## src/rtl/fill_pkg.sv

```systemverilog
// Shared types and constants for the bottling-lane fill sequencer.
package fill_pkg;

    typedef enum logic [2:0] {
        IDLE,
        CHECK,
        WAIT_BOTTLE,
        DISPENSE,
        WAIT_PILL,
        ADVANCE,
        DONE,
        FAULT
    } state_t;

    typedef enum logic [1:0] {
        ERR_NONE = 2'd0,
        ERR_CFG  = 2'd1,
        ERR_JAM  = 2'd2,
        ERR_LOST = 2'd3
    } err_t;

    localparam int MAX_PER_BOTTLE = 20;

    function automatic logic cfg_ok(input logic [4:0] per, input logic [9:0] batch);
        return (per != 5'd0) && (per <= 5'(MAX_PER_BOTTLE)) && (batch != 10'd0);
    endfunction

endpackage

```

## src/rtl/fill_sequencer_tick_timer.sv

```systemverilog
// Tick-enabled down-counter; expired is high while the count sits at zero.
module tick_timer #(
    parameter int W = 4
) (
    input  logic         clock,
    input  logic         rst,
    input  logic         tick,
    input  logic         clear,
    input  logic         load,
    input  logic [W-1:0] load_val,
    output logic         expired
);

    logic [W-1:0] cnt_q, cnt_d;

    // NOTE: every always_comb output gets a default first, so no path can infer a latch.
    always_comb begin
        cnt_d = cnt_q;
        if (tick) begin
            if (clear)
                cnt_d = '0;
            else if (load)
                cnt_d = load_val;
            else if (cnt_q != '0)
                cnt_d = cnt_q - 1'b1;
        end
    end

    // NOTE: state registers use non-blocking assignments so all flops update together.
    always_ff @(posedge clock or posedge rst) begin
        if (rst)
            cnt_q <= '0;
        else
            cnt_q <= cnt_d;
    end

    assign expired = (cnt_q == '0);

endmodule

```

## src/rtl/fill_sequencer.sv

```systemverilog
// One bottling lane: configure, wait for a bottle, dispense and confirm each pill,
// advance the conveyor, and count bottles until the batch is complete.
module fill_sequencer
    import fill_pkg::*;
#(
    parameter int PILL_TIMEOUT = 8,
    parameter int ADV_TICKS    = 3
) (
    input  logic        clock,
    input  logic        rst,
    input  logic        tick,
    input  logic        start,
    input  logic        stop,
    input  logic [4:0]  cfg_per_bottle,
    input  logic [9:0]  cfg_batch,
    input  logic        bottle_present,
    input  logic        pill_seen,
    output logic        dispense,
    output logic        conveyor_adv,
    output logic [4:0]  one_cnt,
    output logic [9:0]  all_cnt,
    output logic        busy,
    output logic        done,
    output logic [1:0]  err_code
);

    localparam int TW = $clog2((PILL_TIMEOUT > ADV_TICKS) ? PILL_TIMEOUT : ADV_TICKS) + 1;

    state_t      state_q, state_d;
    err_t        err_q, err_d;
    logic [4:0]  one_q, one_d, per_q, per_d;
    logic [9:0]  all_q, all_d, batch_q, batch_d;
    logic        dispense_q, dispense_d;
    logic        conv_q, conv_d;
    logic        busy_q, busy_d;
    logic        done_q, done_d;
    logic        tmr_load, tmr_expired;
    logic [TW-1:0] tmr_val;

    // The single timer serves WAIT_PILL and ADVANCE; it is reloaded on entry to each.
    tick_timer #(.W(TW)) u_timer (
        .clock    (clock),
        .rst      (rst),
        .tick     (tick),
        .clear    (stop),
        .load     (tmr_load),
        .load_val (tmr_val),
        .expired  (tmr_expired)
    );

    always_comb begin
        state_d  = state_q;
        err_d    = err_q;
        one_d    = one_q;
        all_d    = all_q;
        per_d    = per_q;
        batch_d  = batch_q;
        tmr_load = 1'b0;
        tmr_val  = '0;

        if (tick) begin
            if (stop) begin
                state_d = IDLE;
                err_d   = ERR_NONE;
            end else begin
                unique case (state_q)
                    IDLE, DONE: begin
                        if (start) begin
                            state_d = CHECK;
                            one_d   = '0;
                            all_d   = '0;
                        end
                    end
                    CHECK: begin
                        per_d   = cfg_per_bottle;
                        batch_d = cfg_batch;
                        if (!cfg_ok(cfg_per_bottle, cfg_batch)) begin
                            state_d = FAULT;
                            err_d   = ERR_CFG;
                        end else begin
                            state_d = WAIT_BOTTLE;
                        end
                    end
                    WAIT_BOTTLE: begin
                        if (bottle_present)
                            state_d = DISPENSE;
                    end
                    DISPENSE: begin
                        state_d  = WAIT_PILL;
                        tmr_load = 1'b1;
                        tmr_val  = TW'(PILL_TIMEOUT - 1);
                    end
                    WAIT_PILL: begin
                        // A pill confirmed on the timeout tick still counts.
                        if (!bottle_present) begin
                            state_d = FAULT;
                            err_d   = ERR_LOST;
                        end else if (pill_seen) begin
                            one_d = one_q + 5'd1;
                            if (one_d == per_q) begin
                                all_d    = all_q + 10'd1;
                                state_d  = ADVANCE;
                                tmr_load = 1'b1;
                                tmr_val  = TW'(ADV_TICKS - 1);
                            end else begin
                                state_d = DISPENSE;
                            end
                        end else if (tmr_expired) begin
                            state_d = FAULT;
                            err_d   = ERR_JAM;
                        end
                    end
                    ADVANCE: begin
                        if (tmr_expired) begin
                            if (all_q == batch_q) begin
                                state_d = DONE;
                            end else begin
                                one_d   = '0;
                                state_d = WAIT_BOTTLE;
                            end
                        end
                    end
                    FAULT: ;
                    default: state_d = IDLE;
                endcase
            end
        end

        dispense_d = (state_d == DISPENSE);
        conv_d     = (state_d == ADVANCE);
        done_d     = (state_d == DONE);
        busy_d     = !(state_d inside {IDLE, DONE, FAULT});
    end

    always_ff @(posedge clock or posedge rst) begin
        if (rst) begin
            state_q    <= IDLE;
            err_q      <= ERR_NONE;
            one_q      <= '0;
            all_q      <= '0;
            per_q      <= '0;
            batch_q    <= '0;
            dispense_q <= 1'b0;
            conv_q     <= 1'b0;
            busy_q     <= 1'b0;
            done_q     <= 1'b0;
        end else begin
            state_q    <= state_d;
            err_q      <= err_d;
            one_q      <= one_d;
            all_q      <= all_d;
            per_q      <= per_d;
            batch_q    <= batch_d;
            dispense_q <= dispense_d;
            conv_q     <= conv_d;
            busy_q     <= busy_d;
            done_q     <= done_d;
        end
    end

    assign dispense     = dispense_q;
    assign conveyor_adv = conv_q;
    assign one_cnt      = one_q;
    assign all_cnt      = all_q;
    assign busy         = busy_q;
    assign done         = done_q;
    assign err_code     = err_q;

endmodule

```

## config.mk

```make
export PLATFORM = sky130hd
export DESIGN_NAME = fill_sequencer
export DESIGN_NICKNAME = d
export VERILOG_FILES = /design/src/rtl/fill_pkg.sv /design/src/rtl/fill_sequencer_tick_timer.sv /design/src/rtl/fill_sequencer.sv
export SDC_FILE = /design/constraint.sdc
export NUM_CORES = 1
export LEC_CHECK = 0
export ABC_AREA = 1
export CORE_AREA = 2 2 79 81
export CTS_CLUSTER_SIZE = 8
export DETAILED_ROUTE_END_ITERATION = 10
export DIE_AREA = 0 0 81 83
export PLACE_DENSITY = 0.79
export SLEW_MARGIN = 30
export SYNTH_ARGS = -nofsm -noshare
export SYNTH_HDL_FRONTEND = slang
export SYNTH_SLANG_ARGS = --single-unit
export TNS_END_PERCENT = 20
```

## constraint.sdc

```tcl
create_clock -name clock -period 5 [get_ports clock]
set_clock_uncertainty 0.2 [all_clocks]
set_input_delay 0.75 -clock clock [delete_from_list [all_inputs] [get_ports clock]]
set_output_delay 0.75 -clock clock [all_outputs]
set_load 0.03 [all_outputs]
```

==> run summary <==
Status: finished, final reports clean
Htree depth: 2
Final Instance Area: 0.00317 mm^2
DR iter-0 viols: 182
FF/Latch Area: 0.00108 mm^2
P_leak: 1.50 nW
Post-synthesis sequential area ratio: 41.8%
Crit. End Element: flop
First-pass GRT wire length: 10.2 mm
DR pass1 iterations: 4
Post-CTS Hold Fix Bufs: 0
Final hold vios: 0
CORE AREA: 0.00582 mm^2
Part of the power in registers: 38.2%
Total wire length: 5.84 mm
Reg2reg start: one_cnt[0]
Area of the multi-input gates: 0.00128 mm^2
Final hold slack: 283 ps
Internal power: 832 uW
Final setup fails: 0
CTS Buffer Depth: 2
Met2 wire len: 2.74 mm
Cell at the slowest stage of the critical path: clkdlybuf4s50_1
Clk pwr share: 15.8%
CP required: 5030 ps
Buf+Inv Stages, Crit Path: 3
Remaining Overflow, GRT: 0
WHS Path Cells: 2
Sw Ratio: 42.6%
Max Freq: 0.379 GHz
Minimum clock period: 2640 ps
Initial core utilization: 44.3%
Die ar.: 0.00672 mm^2
Setup_tns: 0 ps
Min-delay src: u_timer.cnt_q[0]
Port-buffer cells: 42
DR vias: 2340
Num CTS Buffers: 5
Syn nets: 366
Met3 routed WL: 355 um
Critical path arrival: 2660 ps
Pre-CTS WS: 2060 ps
Final net count: 413
Fillers: 563
Synth Instances: 340
Die Y: 83 um
Worst-margin pin slew: 697 ps
MaxCap Viol Count: 0
DRT antenna net count: 0
Layout area overhead: 22.9%
FF-to-FF path depth: 14
CTS tree: done
Core Util, Final: 54.4%
Setup Fix Bufs, Post-CTS: 0
Post-route worst setup slack: 2360 ps
Reg2Reg Capture Point: u_timer.cnt_q[3]
Net Switching: 618 uW
Critical path launch point type: input pin
Max stage delay on crit path: 550 ps
# rows: 28
DRC viols: 0
Number of global-route vias before repair: 2256
Diodes inserted: 0
WHS Endpoint: u_timer.cnt_q[0]
FF-to-FF setup slack: 2590 ps
Synth Cell Area: 0.00257 mm^2
PD cells: 458 mW/mm^2
Distinct cells, synth: 33
Initial antenna violation count: 0
Clock transition at path regs: 90 ps
DP HPWL: 4.45 mm
Worst Hold Class: flop to flop
GRT Util Overall: 19.1%
Most used cell along the critical path: nand2_1
Clock sink count: 43
Peak VDD IR: 0.219 mV
Vias per cell: 5.06
PostCTS Resize Cnt: 0
CP top delay family: buffers and inverters
RSZ-0062 raised after global routing: false
Cell Chain, Critical Path: clkdlybuf4s50_1 > inv_1 > nor2_4 > nand2_1 > inv_1 > nand2_1 > a211oi_2 > nand2_1 > o22ai_1
Seq cells post-synth: 43
Met1 WL: 2.68 mm
CP Class: input pin to flop
Largest fanout on the critical path: 8
Syn_area_per_cell: 7.57 um^2
I/O pin count: 43
Top sig layer: met4
Placer Congestion: 0.884
Wire per inst: 12.6 um
Gate power share: 46.0%
Largest net degree at the start of global routing: 44
Period utilisation layout: 52.8%
Root buffer cell: clkbuf_8
Max Slew Vio Count: 0
Later-pin clock latency in the skew report: 300 ps
Placed inst area: 0.00308 mm^2
Share of cells above drive strength 1: 8.27%
Relative slew slack: 53.4%
Die span in x: 81 um
Ys Warns: 0
## synth_stat cells
cell type	instances	area share, %
nor4_1	1	0.24
o21ai_1	2	0.39
nor3_2	1	0.39
nand3b_1	2	0.58
a41oi_1	1	0.34
o21ai_0	19	3.7
nand2_2	2	0.49
xnor2_1	9	3.1
a211oi_2	1	0.49
nor2_2	1	0.24
o21ai_2	2	0.68
xor2_1	7	2.4
clkbuf_1	1	0.15
nor2_1	25	3.6
a21boi_0	1	0.29
mux2_2	8	3.5
nand2_1	90	13
inv_2	6	0.87
nand3_2	1	0.39
o22ai_1	5	1.2
ha_1	4	1.9
a21oi_1	9	1.7
nand4_1	6	1.5
inv_1	46	6.7
nor2_4	2	0.87
o31ai_1	2	0.58
buf_1	1	0.15
nor3_1	9	1.7
dfrtp_1	43	42
o211ai_1	1	0.29
buf_6	1	0.44
nand3_1	30	5.8
a211oi_1	1	0.29
## flip-flops by register name, summed over array words and instances (netlist names), 2 cells and up
name / cells
all_cnt: 10
batch_q: 10
err_code: 2
one_cnt: 5
per_q: 5
state_q: 3
u_timer.cnt_q: 4
## worst max-delay path by stage
stage	start	end	slack (ps)	cells past startpoint
2_1_floorplan	one_cnt[0]	u_timer.cnt_q[3]	2820	14
3_3_place_gp	tick	all_cnt[5]	2150	13
3_5_place_dp	tick	one_cnt[4]	2060	9
4_1_cts	tick	one_cnt[4]	2370	9
5_1_grt	tick	all_cnt[5]	2030	13
6_report	tick	one_cnt[4]	2360	9
## metal layers
layer  GRT usage (%)  up-vias
met5               0        -
met4            5.24        0
met3            4.67        8
met2            30.4       68
met1            25.6     1074
li1                -     1190
## power groups by stage
stage	Combinational, mW	Sequential [mW]	Clock (mW)
after CTS	0.666	0.555	0.233
after global routing	0.746	0.573	0.250
after floorplan	0.460	0.582	0
after global placement	0.651	0.558	0
final	0.667	0.553	0.229
after detailed placement	0.664	0.561	0
## final cells by class
class                      count  area share (%)
timing repair buffer          43            13.5
multi-input combinational    242            40.6
clock buffer                   6            2.61
inverter                      52            6.17
tap                           75            2.96
sequential                    43            34.0
clock inverter                 1           0.158
## logic make-up after synthesis
kind of cell,count (synthesis),synth area share (%)
AOI/OAI and AO/OA,44,10.0
xor gates and xnor gates,16,5.44
adders and majority gates,4,1.94
buffers and inverters,55,8.31
DFF,43,41.8
muxes,8,3.50
and+or+nand+nor,170,29.0
## worst reg2reg max path: cells and delay by family, from the launching register on
kind / cells / cell delay [ps]
adder cells (fa/ha/maj): 1 / 330
buffers and inverters: 1 / 50
AO/OA/AOI/OAI: 1 / 60
flip-flops: 1 / 460
AND/OR/NAND/NOR: 11 / 1200
## cell usage in the layout, fill, tap and decap left out, types with 8 or more instances in the layout
master / synthesis / final
nand2_1: 90 / 90
inv_1: 46 / 46
dfrtp_1: 43 / 43
clkdlybuf4s50_1: 0 / 42
nand3_1: 30 / 30
nor2_1: 25 / 25
o21ai_0: 19 / 19
a21oi_1: 9 / 9
nor3_1: 9 / 9
xnor2_1: 9 / 9
mux2_2: 8 / 8
## per-stage QoR
step,total power [mW],std cells
floorplan,1.04,340
global placement,1.21,455
detailed placement,1.22,455
CTS,1.45,462
global route,1.57,462
finish,1.45,462
Power figures use the tool's default switching activity.
